### src/rtl/instruction_loader.sv
`default_nettype none
// ============================================================================
// Module      : instruction_loader
// Description : Byte-stream program loader; assembles big-endian words and
//               writes them to instruction memory at sequential addresses.
// Revision    : 1.0
// ============================================================================
module instruction_loader #(
  parameter int DEPTH   = 256,
  parameter int COUNT_W = 16
) (
  input  logic               clk,
  input  logic               reset,
  input  logic               start,
  input  logic [7:0]         byteIn,
  input  logic               byteValid,
  output logic               byteReady,
  output logic               memWriteEnable,
  output logic [31:0]        memWriteAddress,
  output logic [31:0]        memWriteData,
  output logic               busy,
  output logic               done,
  output logic               error,
  output logic [COUNT_W-1:0] wordCount
);

  typedef enum logic [2:0] {
    S_IDLE   = 3'd0,
    S_HEADER = 3'd1,
    S_LOAD   = 3'd2,
    S_WRITE  = 3'd3,
    S_DONE   = 3'd4,
    S_ERROR  = 3'd5
  } state_t;

  localparam logic [COUNT_W:0] C_DEPTH = (COUNT_W+1)'(DEPTH);

  state_t             state;
  state_t             state_next;
  logic [1:0]         byte_idx;
  logic [7:0]         hdr_hi;
  logic [COUNT_W-1:0] len;
  logic [31:0]        word_sr;

  logic               xfer;
  logic [COUNT_W-1:0] hdr_len;
  logic               len_bad;
  logic [COUNT_W-1:0] wc_inc;

  assign byteReady      = (state == S_HEADER) || (state == S_LOAD);
  assign memWriteEnable = (state == S_WRITE);
  assign busy           = (state == S_HEADER) || (state == S_LOAD) || (state == S_WRITE);
  assign done           = (state == S_DONE);
  assign error          = (state == S_ERROR);

  assign xfer    = byteValid && byteReady;
  assign hdr_len = COUNT_W'({hdr_hi, byteIn});
  assign len_bad = (hdr_len == '0) || ({1'b0, hdr_len} > C_DEPTH);
  assign wc_inc  = wordCount + COUNT_W'(1);

  // Word-aligned byte address; the counter is bounded by DEPTH so it never wraps.
  assign memWriteAddress = {{(30-COUNT_W){1'b0}}, wordCount, 2'b00};
  assign memWriteData    = word_sr;

  always_ff @(posedge clk or posedge reset) begin
    if (reset) begin
      state <= S_IDLE;
    end else begin
      state <= state_next;
    end
  end

  always_comb begin
    state_next = state;
    case (state)
      S_IDLE, S_DONE, S_ERROR: begin
        if (start) state_next = S_HEADER;
      end
      S_HEADER: begin
        if (xfer && byte_idx == 2'd1) state_next = len_bad ? S_ERROR : S_LOAD;
      end
      S_LOAD: begin
        if (xfer && byte_idx == 2'd3) state_next = S_WRITE;
      end
      S_WRITE: begin
        state_next = (wc_inc == len) ? S_DONE : S_LOAD;
      end
      default: state_next = S_IDLE;
    endcase
  end

  always_ff @(posedge clk or posedge reset) begin
    if (reset) begin
      byte_idx  <= 2'd0;
      hdr_hi    <= 8'd0;
      len       <= '0;
      word_sr   <= 32'd0;
      wordCount <= '0;
    end else begin
      case (state)
        S_IDLE, S_DONE, S_ERROR: begin
          if (start) begin
            byte_idx  <= 2'd0;
            wordCount <= '0;
          end
        end
        S_HEADER: begin
          if (xfer) begin
            if (byte_idx == 2'd0) begin
              hdr_hi   <= byteIn;
              byte_idx <= 2'd1;
            end else begin
              len      <= hdr_len;
              byte_idx <= 2'd0;
            end
          end
        end
        S_LOAD: begin
          if (xfer) begin
            word_sr  <= {word_sr[23:0], byteIn};
            byte_idx <= byte_idx + 2'd1;
          end
        end
        S_WRITE: begin
          wordCount <= wc_inc;
          byte_idx  <= 2'd0;
        end
        default: ;
      endcase
    end
  end

endmodule
`default_nettype wire

### config.mk
export PLATFORM = sky130hd
export DESIGN_NAME = instruction_loader
export DESIGN_NICKNAME = d
export VERILOG_FILES = /design/src/rtl/instruction_loader.sv
export SDC_FILE = /design/constraint.sdc
export NUM_CORES = 1
export LEC_CHECK = 0
export CAP_MARGIN = 5
export CORE_MARGIN = 8
export CORE_UTILIZATION = 43
export CTS_BUF_LIST = sky130_fd_sc_hd__clkbuf_16
export DETAILED_ROUTE_END_ITERATION = 8
export PLACE_DENSITY = 0.72
export SLEW_MARGIN = 20
export SYNTH_ARGS = -nofsm -noshare
export SYNTH_HDL_FRONTEND = slang
export SYNTH_SLANG_ARGS = --single-unit
### constraint.sdc
create_clock -name clk -period 6.2 [get_ports clk]
set_input_delay 1.24 -clock clk [delete_from_list [all_inputs] [get_ports clk]]
set_output_delay 1.24 -clock clk [all_outputs]
set_load 0.02 [all_outputs]
## Yosys cells after proc, flatten, opt, wreduce, memory -nomap -nowiden

Cells that the tools add are included.

| operators by class | value |
|---|---|
| $lt $le $gt $ge | 1 |
| mux-type cells | 13 |
| equality and inequality tests | 13 |
| $add $sub $neg | 2 |
| bitwise logic cells | 1 |
| reduce and logical (&&, ||, !) cells | 18 |

Operators by type and width:

| operator | number |
|---|---|
| 16-bit one-hot mux with 2 select lines | 1 |
| 16-bit by 1-bit adder with 16-bit output (second input constant) | 1 |
| 16-bit equality test | 1 |
| 16-bit by 9-bit > comparator with 1-bit output (second input constant) | 1 |
| 16-bit zero test | 1 |
| 16-bit 2-to-1 mux | 1 |
| 3-bit 2-to-1 mux | 5 |
| 3-bit one-hot mux with 4 select lines | 1 |
| 3-bit AND reduction | 3 |
| 2-bit one-hot mux with 4 select lines | 1 |
| 3-bit by 2-bit equality test with 1-bit output (second input constant) | 2 |
| 3-bit equality test (second input constant) | 2 |
| 2-bit 2-to-1 mux | 3 |
| 2-bit inequality test (second input constant) | 3 |
| 2-bit by 1-bit inequality test with 1-bit output (second input constant) | 2 |
| 2-bit AND reduction | 2 |
| 4-bit AND reduction | 1 |
| 4-bit nonzero test | 1 |
| 3-bit by 1-bit equality test with 1-bit output (second input constant) | 1 |
| 1-bit logical AND | 3 |
| 3-bit zero test | 1 |
| 1-bit logical OR | 3 |
| 3-bit OR reduction | 1 |
| 2-bit by 1-bit adder with 2-bit output (second input constant) | 1 |
| other kinds (6) | 6 |

| storage, ports and cells | value |
|---|---|
| bits in registers | 77 |
| word-level logic and storage cells | 54 |
| output and inout port bits | 85 |

## Longest topological paths before layout

| logic depth | value |
|---|---|
| word-level depth | 6 |
| depth in mapped cells | 7 |
| depth with buffers taken out | 7 |

## Worst setup path after synthesis

No wires, ideal clock.

| timing path | value |
|---|---|
| path type | input -> register |
| from | input byteIn[4] |
| to | register state[1] |
| data arrival time | 2.461 ns |
| slack | 3.615 ns |
| data required time | 6.076 ns |
| path buffers | 0 |
| stages | 6 |
| cell sequence | or4_1 nor3_1 nor3b_2 nand2_1 nand2_1 o31a_1 |

| between the ends | value |
|---|---|
| cells in the longest elaborated chain, start to end | 5 |
| elaborated cells on any way between the ends | 6 |
| classes of those cells | 1 x order compare; 3 x mux; 2 x reduce/logical |

RTL lines:

| item | line | text |
|---|---|---|
| start: declaration | 15 | `input logic [7:0] byteIn,` |
| 16-bit by 9-bit > comparator with 1-bit output or 16-bit zero test (tied branches) | 58 | `assign len_bad = (hdr_len == '0) \|\| ({1'b0, hdr_len} > C_DEPTH);` |
| 1-bit logical OR (*) | 58 |  |
| 3-bit 2-to-1 mux (*) (2 in a row) | 80 | `if (xfer && byte_idx == 2'd1) state_next = len_bad ? S_ERROR : S_LOAD;` |
| 3-bit one-hot mux with 4 select lines (*) | 75 | `case (state)` |
| end signal: assignment | 69 | `state <= state_next;` |
| end: declaration | 38 | `state_t state;` |

Mark *: on every way between the ends. The rest lies on a longest branch, timed or not. The select of a mux whose other input is x is not followed.
A chain may end at the register's enable or synchronous reset.

## Worst setup path in the final report

| timing path | value |
|---|---|
| from | register state[2] |
| to | output memWriteEnable |

| between the ends | value |
|---|---|
| cells in the longest elaborated chain, start to end | 1 |

RTL lines:

| item | line | text |
|---|---|---|
| 3-bit by 2-bit equality test with 1-bit output | 51 | `assign memWriteEnable = (state == S_WRITE);` |
| end: declaration | 18 | `output logic memWriteEnable,` |

No other way between the ends.

==> metrics.md <==
| Metric | Value |
|---|---|
| DR pass1 iterations | `4` |
| CORE AREA | `9150 um2` |
| TritonCTS clock tree | `built` |
| Internal Power | `around 1.2 mW` |
| Mean Syn Cell Area | `around 11 um2` |
| Max-cap violation count | `0` |
| Crit. Startpoint | `state[2]` |
| RSZ-0062 raised after global routing | `no` |
| Worst relative slew slack | `0.399` |
| Routed wire per std cell | `16.9 um` |
| Share of layout cells above drive strength 1 | `0.198` |
| Area growth, synth to finish | `25.5%` |
| Worst path max stage delay | `~0.68 ns` |
| # diodes | `0` |
| Clock Power Share | `0.326` |
| DIE AREA | `around 13000 um2` |
| Boundary Pins | `97` |
| Final hold violation count | `0` |
| CP Depth | `4` |
| Cell Rows | `35` |
| Worst-path cell chain | `nand2b_1 -> or2_2 -> inv_1 -> clkdlybuf4s50_1` |
| Startpoint types | `flop` |
| R2R Setup Slk | `3.68 ns` |
| Buf/Inv on CP | `2` |
| Dpl cells | `~530` |
| Arrival time worst endpoint | `2.50 ns` |
| CTS buffer count | `9` |
| Psw | `0.532 mW` |
| Antenna violations before repair | `0` |
| Largest net degree at the start of global routing | `between 50 and 60` |
| Endpoints failing setup | `0` |
| Cell area after synthesis | `roughly 4000 um2` |
| Post-layout min period | `approximately 3.7 ns` |
| Post-DP HPWL | `between 6 and 7 mm` |
| Sequential power share | `0.406` |
| Nets | `around 440` |
| Sequential share of the synthesized area | `0.479` |
| Critical-path maximum fanout | `20` |
| Clock buffer depth | `2` |
| Fin crit share | `0.603` |
| CTS Sinks | `77` |
| Slowest-stage cell, CP | `clkdlybuf4s50_1` |
| Worst Hold Class | `reg2reg` |
| Starting Density | `0.440` |
| Comb pwr share | `0.267` |
| Worst r2r dst | `wordCount[9]` |
| DR vias | `~2900` |
| Remaining global-route overflow | `0` |
| Pwr Density | `~340 nW/um2` |
| Die height | `113 um` |
| GRT Total Usage | `0.146` |
| Status | `complete, no violations` |
| Leak | `about 2.1 nW` |
| Skew-Pair Late Insertion Delay | `0.33 ns` |
| Max-slew violations | `0` |
| Clk slew on worst S/H paths | `0.06 ns` |
| Hold_buf cts | `0` |
| Post-synthesis register bit count | `77` |
| Final setup skew | `0.00519 ns` |
| Asr flop ratio synth | `1.00` |
| Filler Cell Count | `roughly 790` |
| Die W | `113 um` |
| Gate Count Post-Synth | `approximately 370` |
| Crit path kind | `reg2out` |
| Crit path required time | `around 5.0 ns` |
| Post-CTS Setup Bufs | `0` |
| Peak supply drop | `0.000161 V` |
| Drt drc | `0` |
| Root buf cell | `clkbuf_16` |
| Post-synth cell types | `between 40 and 50` |
| Worst Setup EP | `memWriteEnable` |
| Max Fclk | `approximately 0.27 GHz` |
| Worst r2r path cells | `6` |
| Initial DRC count | `99` |
| Switching share of total power | `0.306` |
| Final setup TNS | `0 ns` |
| Worst-Margin Slew | `0.898 ns` |
| Layout Cells excl Fill | `roughly 540` |
| Routed Wire Length | `9.12 mm` |
| Input/output buffers | `80` |
| Final GP Congestion | `between 0.8 and 0.9` |
| Number of global-route vias before repair | `2930` |
| Top_reg_cell synth | `dfrtp_1` |
| Number of flops mapped to enable cells by yosys | `0` |
| Post-DR vias/cell | `5.29` |
| H-tree level count | `3` |
| Worst R2R Start | `state[2]` |
| Yosys warning count | `0` |
| Global-route wire length before repair | `14.8 mm` |
| CP endpoint kind | `primary output` |
| Routed Antenna Nets | `0` |
| Top Family by Delay on Critical Path | `buffers and inverters` |
| Resized cells post-CTS | `0` |
sequential cells by signal (all words and copies together) (netlist names):
signal,flops
state,3
memWriteData,32
len,16
hdr_hi,8
byte_idx,2
wordCount,16
power by group through the flow:
stage | logic [mW] | clock network (mW) | registers (mW)
floorplan | 0.351 | 0 | 0.694
global placement | 0.452 | 0 | 0.710
detailed placement | 0.464 | 0 | 0.716
CTS | 0.467 | 0.581 | 0.707
global route | 0.510 | 0.601 | 0.724
finish | 0.465 | 0.568 | 0.707
metal layers:
layer	global-route usage	vias to the layer above	routed length, um
met4	0.0701	0	187
met5	0	-	0
met2	0.211	110	3930
met1	0.181	1366	3990
met3	0.0666	14	1020
li1	-	1374	-
final cells by class:
type                            instances  area [um2]  share of cell area
Sequential cell                        77        1930               0.382
Multi-Input combinational cell        249        1820               0.361
Timing Repair Buffer                   82         816               0.162
Clock buffer                            9         225              0.0446
Tap cell                              111         139              0.0275
Clock inverter                          7        97.6              0.0193
Inverter                                6        22.5             0.00446
worst min-delay path by stage:
stage | slack [ns] | end | cells past startpoint | startpoint
floorplan | 0.47 | byte_idx[1] | 2 | byte_idx[1]
global placement | 0.49 | memWriteData[28] | 1 | memWriteData[28]
detailed placement | 0.50 | memWriteData[31] | 1 | memWriteData[31]
CTS | 0.52 | memWriteData[31] | 1 | memWriteData[31]
global route | 0.53 | memWriteData[30] | 1 | memWriteData[30]
finish | 0.51 | memWriteData[31] | 1 | memWriteData[31]
synth_stat cells, drive strengths merged (6+ instances only):
master   n  area share
nand2   17       0.016
nor2    21       0.020
buf     42       0.073
o21ai   30       0.037
mux2    56        0.16
nor3     7       0.011
dfrtp   77        0.48
nand3   13       0.021
o31ai    8       0.015
inv      6      0.0056
clkbuf   6      0.0056
xnor2   18       0.039
nand4    9       0.016
cells in the final DEF (no fill, tap or decap), types with 3 or more instances in the layout:
cell type	instances
a21oi_1	5
o31ai_1	8
clkbuf_16	9
nor2_1	20
nor3_1	5
xnor2_1	18
dfrtp_1	77
nand2_1	17
conb_1	16
a31oi_1	5
nand2b_1	5
clkdlybuf4s50_1	80
mux2_2	56
nor2b_1	3
nand4_1	8
and3_1	3
nand3_1	11
inv_1	6
xor2_1	5
and2_1	4
ha_1	4
o21ai_0	29
cells by family (layout without fill, tap and decap cells):
logic type	Yosys count	in the layout	synth area share
and+or+nand+nor	93	93	0.132
DFF	77	77	0.479
AOI/OAI and AO/OA	57	57	0.0849
muxes	56	56	0.157
buffers and inverters	54	104	0.0845
xor gates and xnor gates	23	23	0.0500
adders and majority gates	4	4	0.0124
other	1	16	0.000932
through the flow:
step	util	worst slack, ns	hold slack, ns	total power, mW	cell area (um2)
floorplan	-	2.99	0.469	1.04	4080
global placement	0.516	2.84	0.489	1.16	4720
detailed placement	0.516	2.81	0.500	1.18	4720
CTS	0.551	2.45	0.516	1.76	5040
global route	0.552	2.33	0.531	1.83	5050
finish	0.552	2.46	0.514	1.74	5050
No activity file was read; power rests on OpenSTA's default activity.
